==> config.mk <==
export PLATFORM = sky130hd
export DESIGN_NAME = fetch_unit_flat
export DESIGN_NICKNAME = d
export VERILOG_FILES = /design/src/rtl/cpu_pkg.sv /design/src/rtl/fetch_unit_if.sv /design/src/rtl/fetch_unit.sv /design/src/flat_wrapper.sv
export SDC_FILE = /design/constraint.sdc
export NUM_CORES = 1
export LEC_CHECK = 0
export CORE_ASPECT_RATIO = 0.5
export CORE_UTILIZATION = 44
export CTS_CLUSTER_DIAMETER = 50
export DETAILED_ROUTE_END_ITERATION = 10
export PLACE_DENSITY_LB_ADDON = 0.25
export SKIP_LAST_GASP = 1
export SLEW_MARGIN = 5
export SYNTH_ARGS = -nofsm -noshare
export SYNTH_HDL_FRONTEND = slang
export SYNTH_SLANG_ARGS = --single-unit
export TNS_END_PERCENT = 1
==> constraint.sdc <==
create_clock -name clk -period 3.4 [get_ports clk]
set_input_delay 0.68 -clock clk [delete_from_list [all_inputs] [get_ports clk]]
set_output_delay 0.68 -clock clk [all_outputs]
set_load 0.02 [all_outputs]
==> src/rtl/cpu_pkg.sv <==
// Shared CPU definitions: address width, reset vector, opcode/funct
// constants used by fetch and decode, and the fetch FSM state encoding.
package cpu_pkg;

    localparam int          ADDR_W           = 32;
    localparam logic [31:0] RESET_PC_DEFAULT = 32'h0000_0000;

    localparam logic [5:0] OP_RTYPE = 6'b000000;
    localparam logic [5:0] OP_J     = 6'b000010;
    localparam logic [5:0] OP_JAL   = 6'b000011;
    localparam logic [5:0] OP_BEQ   = 6'b000100;
    localparam logic [5:0] OP_BNE   = 6'b000101;
    localparam logic [5:0] OP_LW    = 6'b100011;
    localparam logic [5:0] OP_SW    = 6'b101011;

    localparam logic [5:0] FUNCT_SYSCALL = 6'b001100;

    typedef enum logic [1:0] {
        S_REQ  = 2'd0,
        S_HOLD = 2'd1,
        S_HALT = 2'd2
    } fetch_state_t;

endpackage

==> src/rtl/fetch_unit_if.sv <==
// Bundle of the fetch stage's memory-side, decoder-side and control signals.
// Handshakes: a transfer happens on a rising edge where the producer's
// valid/req and the consumer's ready are both high; the producer holds its
// payload stable until that edge, except when a redirect abandons it.
interface fetch_unit_if
    import cpu_pkg::*;
#(
    parameter int AW = ADDR_W
);
    logic          imem_req;
    logic [AW-1:0] imem_addr;
    logic          imem_ready;
    logic [31:0]   imem_rdata;

    logic          inst_valid;
    logic          inst_ready;
    logic [31:0]   inst_word;
    logic [5:0]    opcode;
    logic [5:0]    func;
    logic [AW-1:0] inst_pc;
    logic [AW-1:0] inst_pc_plus4;

    logic          redirect_valid;
    logic [AW-1:0] redirect_pc;
    logic          halt;
    logic          halted;
    logic          misalign_err;

    modport master (
        output imem_req, imem_addr,
        input  imem_ready, imem_rdata,
        output inst_valid, inst_word, opcode, func, inst_pc, inst_pc_plus4,
        input  inst_ready,
        input  redirect_valid, redirect_pc, halt,
        output halted, misalign_err
    );

    modport slave (
        input  imem_req, imem_addr,
        output imem_ready, imem_rdata,
        input  inst_valid, inst_word, opcode, func, inst_pc, inst_pc_plus4,
        output inst_ready,
        output redirect_valid, redirect_pc, halt,
        input  halted, misalign_err
    );

endinterface

==> src/rtl/fetch_unit.sv <==
// Non-pipelined instruction fetch: request a word, hold it for the decoder,
// advance PC on acceptance. Redirects squash whatever is in flight.
module fetch_unit
    import cpu_pkg::*;
#(
    parameter int                AW       = ADDR_W,
    parameter logic [AW-1:0]     RESET_PC = AW'(RESET_PC_DEFAULT)
) (
    input  logic         clk,
    input  logic         rst_n,
    fetch_unit_if.master bus,
    output fetch_state_t state_dbg
);

    fetch_state_t  state, state_d;
    logic [AW-1:0] pc, pc_d;
    logic [31:0]   inst_word_q;
    logic [AW-1:0] inst_pc_q;
    logic          misalign_q;

    logic take_redirect;
    logic fetch_done;
    logic accept;

    // Redirect beats everything except halt; a halted core ignores it.
    assign take_redirect = bus.redirect_valid && (state != S_HALT);
    assign fetch_done    = (state == S_REQ)  && bus.imem_ready && !take_redirect;
    assign accept        = (state == S_HOLD) && bus.inst_ready && !take_redirect;

    // Next-state and next-PC selection.
    always_comb begin
        state_d = state;
        pc_d    = pc;
        if (take_redirect) begin
            state_d = S_REQ;
            pc_d    = {bus.redirect_pc[AW-1:2], 2'b00};
        end else if (fetch_done) begin
            state_d = S_HOLD;
        end else if (accept) begin
            if (bus.halt) begin
                state_d = S_HALT;
            end else begin
                state_d = S_REQ;
                pc_d    = inst_pc_q + AW'(4);
            end
        end
    end

    // State, PC, instruction register and sticky misalignment flag.
    always_ff @(posedge clk) begin
        if (!rst_n) begin
            state       <= S_REQ;
            pc          <= RESET_PC;
            inst_word_q <= '0;
            inst_pc_q   <= '0;
            misalign_q  <= 1'b0;
        end else begin
            state <= state_d;
            pc    <= pc_d;
            if (fetch_done) begin
                inst_word_q <= bus.imem_rdata;
                inst_pc_q   <= pc;
            end
            if (take_redirect && (bus.redirect_pc[1:0] != 2'b00)) begin
                misalign_q <= 1'b1;
            end
        end
    end

    // Outputs: request is suppressed while reset is asserted.
    assign bus.imem_req      = (state == S_REQ) && rst_n;
    assign bus.imem_addr     = pc;
    assign bus.inst_valid    = (state == S_HOLD);
    assign bus.inst_word     = inst_word_q;
    assign bus.opcode        = inst_word_q[31:26];
    assign bus.func          = inst_word_q[5:0];
    assign bus.inst_pc       = inst_pc_q;
    assign bus.inst_pc_plus4 = inst_pc_q + AW'(4);
    assign bus.halted        = (state == S_HALT);
    assign bus.misalign_err  = misalign_q;
    assign state_dbg         = state;

endmodule

==> src/flat_wrapper.sv <==
// flat-port wrapper written by rule: the top's interface ports become plain ports
module fetch_unit_flat import cpu_pkg::*;
#(
    parameter int                AW       = ADDR_W,
    parameter logic [AW-1:0]     RESET_PC = AW'(RESET_PC_DEFAULT)
)
  (clk, rst_n, state_dbg, bus_imem_req, bus_imem_addr, bus_imem_ready, bus_imem_rdata, bus_inst_valid, bus_inst_word, bus_opcode, bus_func, bus_inst_pc, bus_inst_pc_plus4, bus_inst_ready, bus_redirect_valid, bus_redirect_pc, bus_halt, bus_halted, bus_misalign_err);
  fetch_unit_if #(.AW(AW)) bus_i ();
  input  logic clk;
  input  logic rst_n;
  output fetch_state_t state_dbg;
  output wire logic [$bits(bus_i.imem_req)-1:0] bus_imem_req;
  output wire logic [$bits(bus_i.imem_addr)-1:0] bus_imem_addr;
  input wire logic [$bits(bus_i.imem_ready)-1:0] bus_imem_ready;
  input wire logic [$bits(bus_i.imem_rdata)-1:0] bus_imem_rdata;
  output wire logic [$bits(bus_i.inst_valid)-1:0] bus_inst_valid;
  output wire logic [$bits(bus_i.inst_word)-1:0] bus_inst_word;
  output wire logic [$bits(bus_i.opcode)-1:0] bus_opcode;
  output wire logic [$bits(bus_i.func)-1:0] bus_func;
  output wire logic [$bits(bus_i.inst_pc)-1:0] bus_inst_pc;
  output wire logic [$bits(bus_i.inst_pc_plus4)-1:0] bus_inst_pc_plus4;
  input wire logic [$bits(bus_i.inst_ready)-1:0] bus_inst_ready;
  input wire logic [$bits(bus_i.redirect_valid)-1:0] bus_redirect_valid;
  input wire logic [$bits(bus_i.redirect_pc)-1:0] bus_redirect_pc;
  input wire logic [$bits(bus_i.halt)-1:0] bus_halt;
  output wire logic [$bits(bus_i.halted)-1:0] bus_halted;
  output wire logic [$bits(bus_i.misalign_err)-1:0] bus_misalign_err;
  assign bus_imem_req = bus_i.imem_req;
  assign bus_imem_addr = bus_i.imem_addr;
  assign bus_i.imem_ready = bus_imem_ready;
  assign bus_i.imem_rdata = bus_imem_rdata;
  assign bus_inst_valid = bus_i.inst_valid;
  assign bus_inst_word = bus_i.inst_word;
  assign bus_opcode = bus_i.opcode;
  assign bus_func = bus_i.func;
  assign bus_inst_pc = bus_i.inst_pc;
  assign bus_inst_pc_plus4 = bus_i.inst_pc_plus4;
  assign bus_i.inst_ready = bus_inst_ready;
  assign bus_i.redirect_valid = bus_redirect_valid;
  assign bus_i.redirect_pc = bus_redirect_pc;
  assign bus_i.halt = bus_halt;
  assign bus_halted = bus_i.halted;
  assign bus_misalign_err = bus_i.misalign_err;
  fetch_unit #(.AW(AW), .RESET_PC(RESET_PC)) u_core (.clk(clk), .rst_n(rst_n), .bus(bus_i), .state_dbg(state_dbg));
endmodule
Yosys cells after proc, flatten, opt, wreduce, memory -nomap -nowiden
Cells that the tools add are included.
{"block": "op_classes", "addsub": 1, "eq_ne": 5, "n_mux": 7, "bitwise_logic": 3, "reduce_logical": 16}
{"cell": "2-to-1 mux 32 bit", "n": 4}
{"cell": "adder 32 x 3 -> 32 bit (second input constant)", "n": 1}
{"cell": "logical AND 1 bit", "n": 7}
{"cell": "AND reduction 3 bit", "n": 2}
{"cell": "nonzero test 2 bit", "n": 3}
{"cell": "!= test 2 x 1 -> 1 bit (second input constant)", "n": 2}
{"cell": "NOT 1 bit", "n": 3}
{"cell": "OR reduction 3 bit", "n": 1}
{"cell": "== test 2 x 1 -> 1 bit (second input constant)", "n": 1}
{"cell": "== test 2 bit (second input constant)", "n": 1}
{"cell": "zero test 2 bit", "n": 1}
{"cell": "2-to-1 mux 1 bit", "n": 2}
{"cell": "2-to-1 mux 2 bit", "n": 1}
{"cell": "!= test 2 bit (second input constant)", "n": 1}
{"cell": "OR reduction 2 bit", "n": 1}
{"cell": "zero test 1 bit", "n": 1}
{"block": "totals", "regBits": 99, "inputBits": 70, "output_inout_bits": 146, "word_cells": 39}

Longest topological paths before layout
{"block": "logic_depth", "depth_word": 7, "depth_mapped": 7, "ltp_nobuf": 6}

Worst setup path before layout
No wires, ideal clock.
{"block": "synth_path", "path_type": "flip-flop to output port", "startpoint": "register u_core.inst_pc_q[2] (netlist: u_core.bus.inst_pc[2])", "endpoint": "output bus_inst_pc_plus4[24]", "arrival_ns": 1.736, "t_required_ns": 2.720, "slack_ns": 0.984, "stages_incl_launch_ff": 6, "path_buffers": 0, "path_cell_list": "dfxtp_1 ha_1 nand4_1 nor3_1 nand2_1 xnor2_1"}
{"block": "synth_between", "elab_chain_cells": 1}
{"element": "start, declared", "line": "fetch_unit.sv:18", "source": "logic [AW-1:0] inst_pc_q;"}
{"element": "start signal, assigned", "line": "fetch_unit.sv:62", "source": "inst_pc_q <= pc;"}
{"element": "adder 32 x 3 -> 32 bit", "line": "fetch_unit.sv:78", "source": "assign bus.inst_pc_plus4 = inst_pc_q + AW'(4);"}
{"element": "end, declared", "line": "flat_wrapper.sv:21", "source": "output wire logic [$bits(bus_i.inst_pc_plus4)-1:0] bus_inst_pc_plus4;"}
Every way passes these cells.

Worst setup path in the final report
{"block": "layout_path", "startpoint": "register u_core.inst_pc_q[7] (netlist: u_core.bus.inst_pc[7])", "endpoint": "output bus_inst_pc_plus4[17]"}
Same word-level chain as after synthesis.

==> metrics <==
Synth top cells by count=nand2_1 (152), dfxtp_1 (99), a21oi_1 (80); RSZ-0062 raised after global routing=yes; asr flop ratio synth=0%; Seq/Total Area, Yosys=44.90%; Longest Clk Path Bufs=2; largest net degree at the start of global routing=48; maximum VDD drop=282.0 uV; Lkg Pwr=2.541 nW; Final WS setup=0.1055 ns; clk root buf=clkbuf_16; Post-Place Cell Area=0.006590 sq mm; first-pass GRT wire length=21650 um; post-synthesis instance total=541; Slew Limit Fails=0; total core area=0.009603 sq mm; Layout fillers=769; cell taking the most area after synthesis=dfxtp_1; Inserted Clock Buffers=9; post-route insts no fill=873; I/O pin total=216; CP endpoint kind=primary output; Worst Hold Class=flop to flop; multi-input logic area=0.002185 sq mm; Initial Utilization=45.97%; max cap viols=0; cts hold-fix bufs=0; TritonCTS Sinks=99; top-count cell post-synth=nand2_1; Placer Congestion=0.8970; Final Cycle Share=96.90%; worst slew pin tran=0.6690 ns; critical path required time=2.72 ns; Die H=72.83 um; Reg area=0.001982 sq mm; die area=0.01046 sq mm; CP startpoint kind=flop; final setup TNS=0 ns; cell area after layout=0.006919 sq mm; htree depth=3; top-area cell type share of the netlist area=44.90%; GR Util met1=34.24%; final design utilization=72.05%; met2 Use GR=45.58%; Post-Syn Area=0.004414 sq mm; number of synthesized flops with an enable pin=0; PwrDens=395.5 mW/mm^2; WP data arrival=2.61 ns; initial antenna violation count=0; routed len/inst=16.41 um; Final min period=3.294 ns; DRC viols=0; clk slew on worst S/H paths=0.07 ns; Hold Violations, Final=0; final net count=805; final setup fails=0; post-route ant nets=0; Total GRT Usage=26.94%; GRT overflow=0; met3 usage=7.808%; Antenna diodes=0; Pre-Repair DR Iteration Count=4; f_max=0.3035 GHz; synth top area cells=dfxtp_1 (45%), nand2_1 (13%), a21oi_1 (9.1%); Yosys reg bits=99; Mean Syn Cell Area=8.159 sq um; DR iter-0 viols=268; kind of critical path=flop to primary output; HPWL Detailed=10130 um; Yosys cell types=51; Vias/cell=5.304; DP Worst Slack=0.2347 ns; ys flop type=dfxtp_1; final WL=14330 um; share of cells above drive strength 1=7.046%; CP max FO=7; FP Rows=25; hold slack final=0.4520 ns; Syn-to-layout area delta=56.75%; run status=complete, no violations; slew margin rel.=55.24%; TritonCTS clock tree=built; detailed-route via count=4630; syn nets=612; GR peak layer=met2; vias in the first global route=4243; dpl cells=855; port bufs=215; clock latency on the worst-skew pair=0.34 ns; Clock Skews=0.008524 ns; die span in x=143.7 um; YS warnings=0; Pwr Total=2.736 mW
## final cells by class
cell class,instances,area share (%)
Tap cell,135,2.441
Sequential cell,99,28.64
Inverter,9,0.4882
Multi-Input combinational cell,385,31.57
Clock inverter,4,0.7595
Clock buffer,11,3.363
Timing Repair Buffer,230,32.73
## worst max-delay path, cell delays in order, from the launching register on
cell and delay, ns:
dfxtp_1 0.45, nand4_2 0.31, or3_1 0.47, nor4_1 0.28, or2_1 0.17, clkdlybuf4s50_1 0.60
## per-layer routing
metal | wire length (um) | share of wire (%)
met4 | 109 | 0.76
met5 | 0 | 0
met3 | 1246 | 8.7
met1 | 6208 | 43
met2 | 6760 | 47
## what timing repair did
action | 4_1_cts | 5_1_grt
setup endpoints to repair | 10 | 8
gates cloned | 0 | 0
pin swaps | 1 | 0
gates resized for setup | 0 | 4
buffers inserted | 2 | 1
## state kept, by name, indices dropped and copies added (netlist names)
name	flops
u_core.bus.misalign_err	1
u_core.bus.inst_word	32
u_core.bus.imem_addr	32
u_core.bus.inst_pc	32
u_core.state_dbg	2
## layout by cell type (no fill, tap or decap), types with 3 or more instances in the layout
cell type,count
nor2_1,15
o21ai_0,5
o2bb2ai_1,6
nand3_1,12
o221a_2,4
buf_4,15
a32o_1,3
a21oi_1,79
xnor2_1,12
and3_1,6
o21a_1,4
inv_1,8
a22o_1,3
clkdlybuf4s50_1,215
dfxtp_1,99
a22oi_1,14
clkbuf_16,9
nor3_1,3
xnor2_2,6
o221ai_1,3
nand4_1,6
nand2_1,152
xor2_1,7
clkinvlp_4,3
and4_1,6
## report_power, final
group | internal, mW | switching (mW)
clock | 0.567 | 0.428
sequential | 1.21 | 0.0451
combinational | 0.241 | 0.243
total | 2.02 | 0.716
## path summary, 6_finish.rpt
kind | startpoint | endpoint | slack (ns) | cells past startpoint
worst max-delay path | u_core.bus.inst_pc[7]$_SDFFE_PN0N_ | bus_inst_pc_plus4[17] | 0.11 | 5
worst min register to register | u_core.bus.inst_word[14]$_SDFFE_PN0N_ | u_core.bus.inst_word[14]$_SDFFE_PN0N_ | 0.45 | 2
worst min-delay path | u_core.bus.inst_word[14]$_SDFFE_PN0N_ | u_core.bus.inst_word[14]$_SDFFE_PN0N_ | 0.45 | 2
worst max register to register | u_core.state_dbg[0]$_SDFFE_PP0P_ | u_core.bus.inst_word[20]$_SDFFE_PN0N_ | 1.45 | 6
## cells by family (layout without fill, tap and decap cells)
logic type / after synthesis / in the layout / share of synthesized area [%]
flops: 99 / 99 / 44.90
compound gates: 137 / 137 / 19.47
buf+inv: 57 / 254 / 6.349
fa+ha+maj: 1 / 1 / 0.2834
xor+xnor: 25 / 25 / 5.981
simple gates: 222 / 222 / 23.02
(Power assumes the default switching activity.)
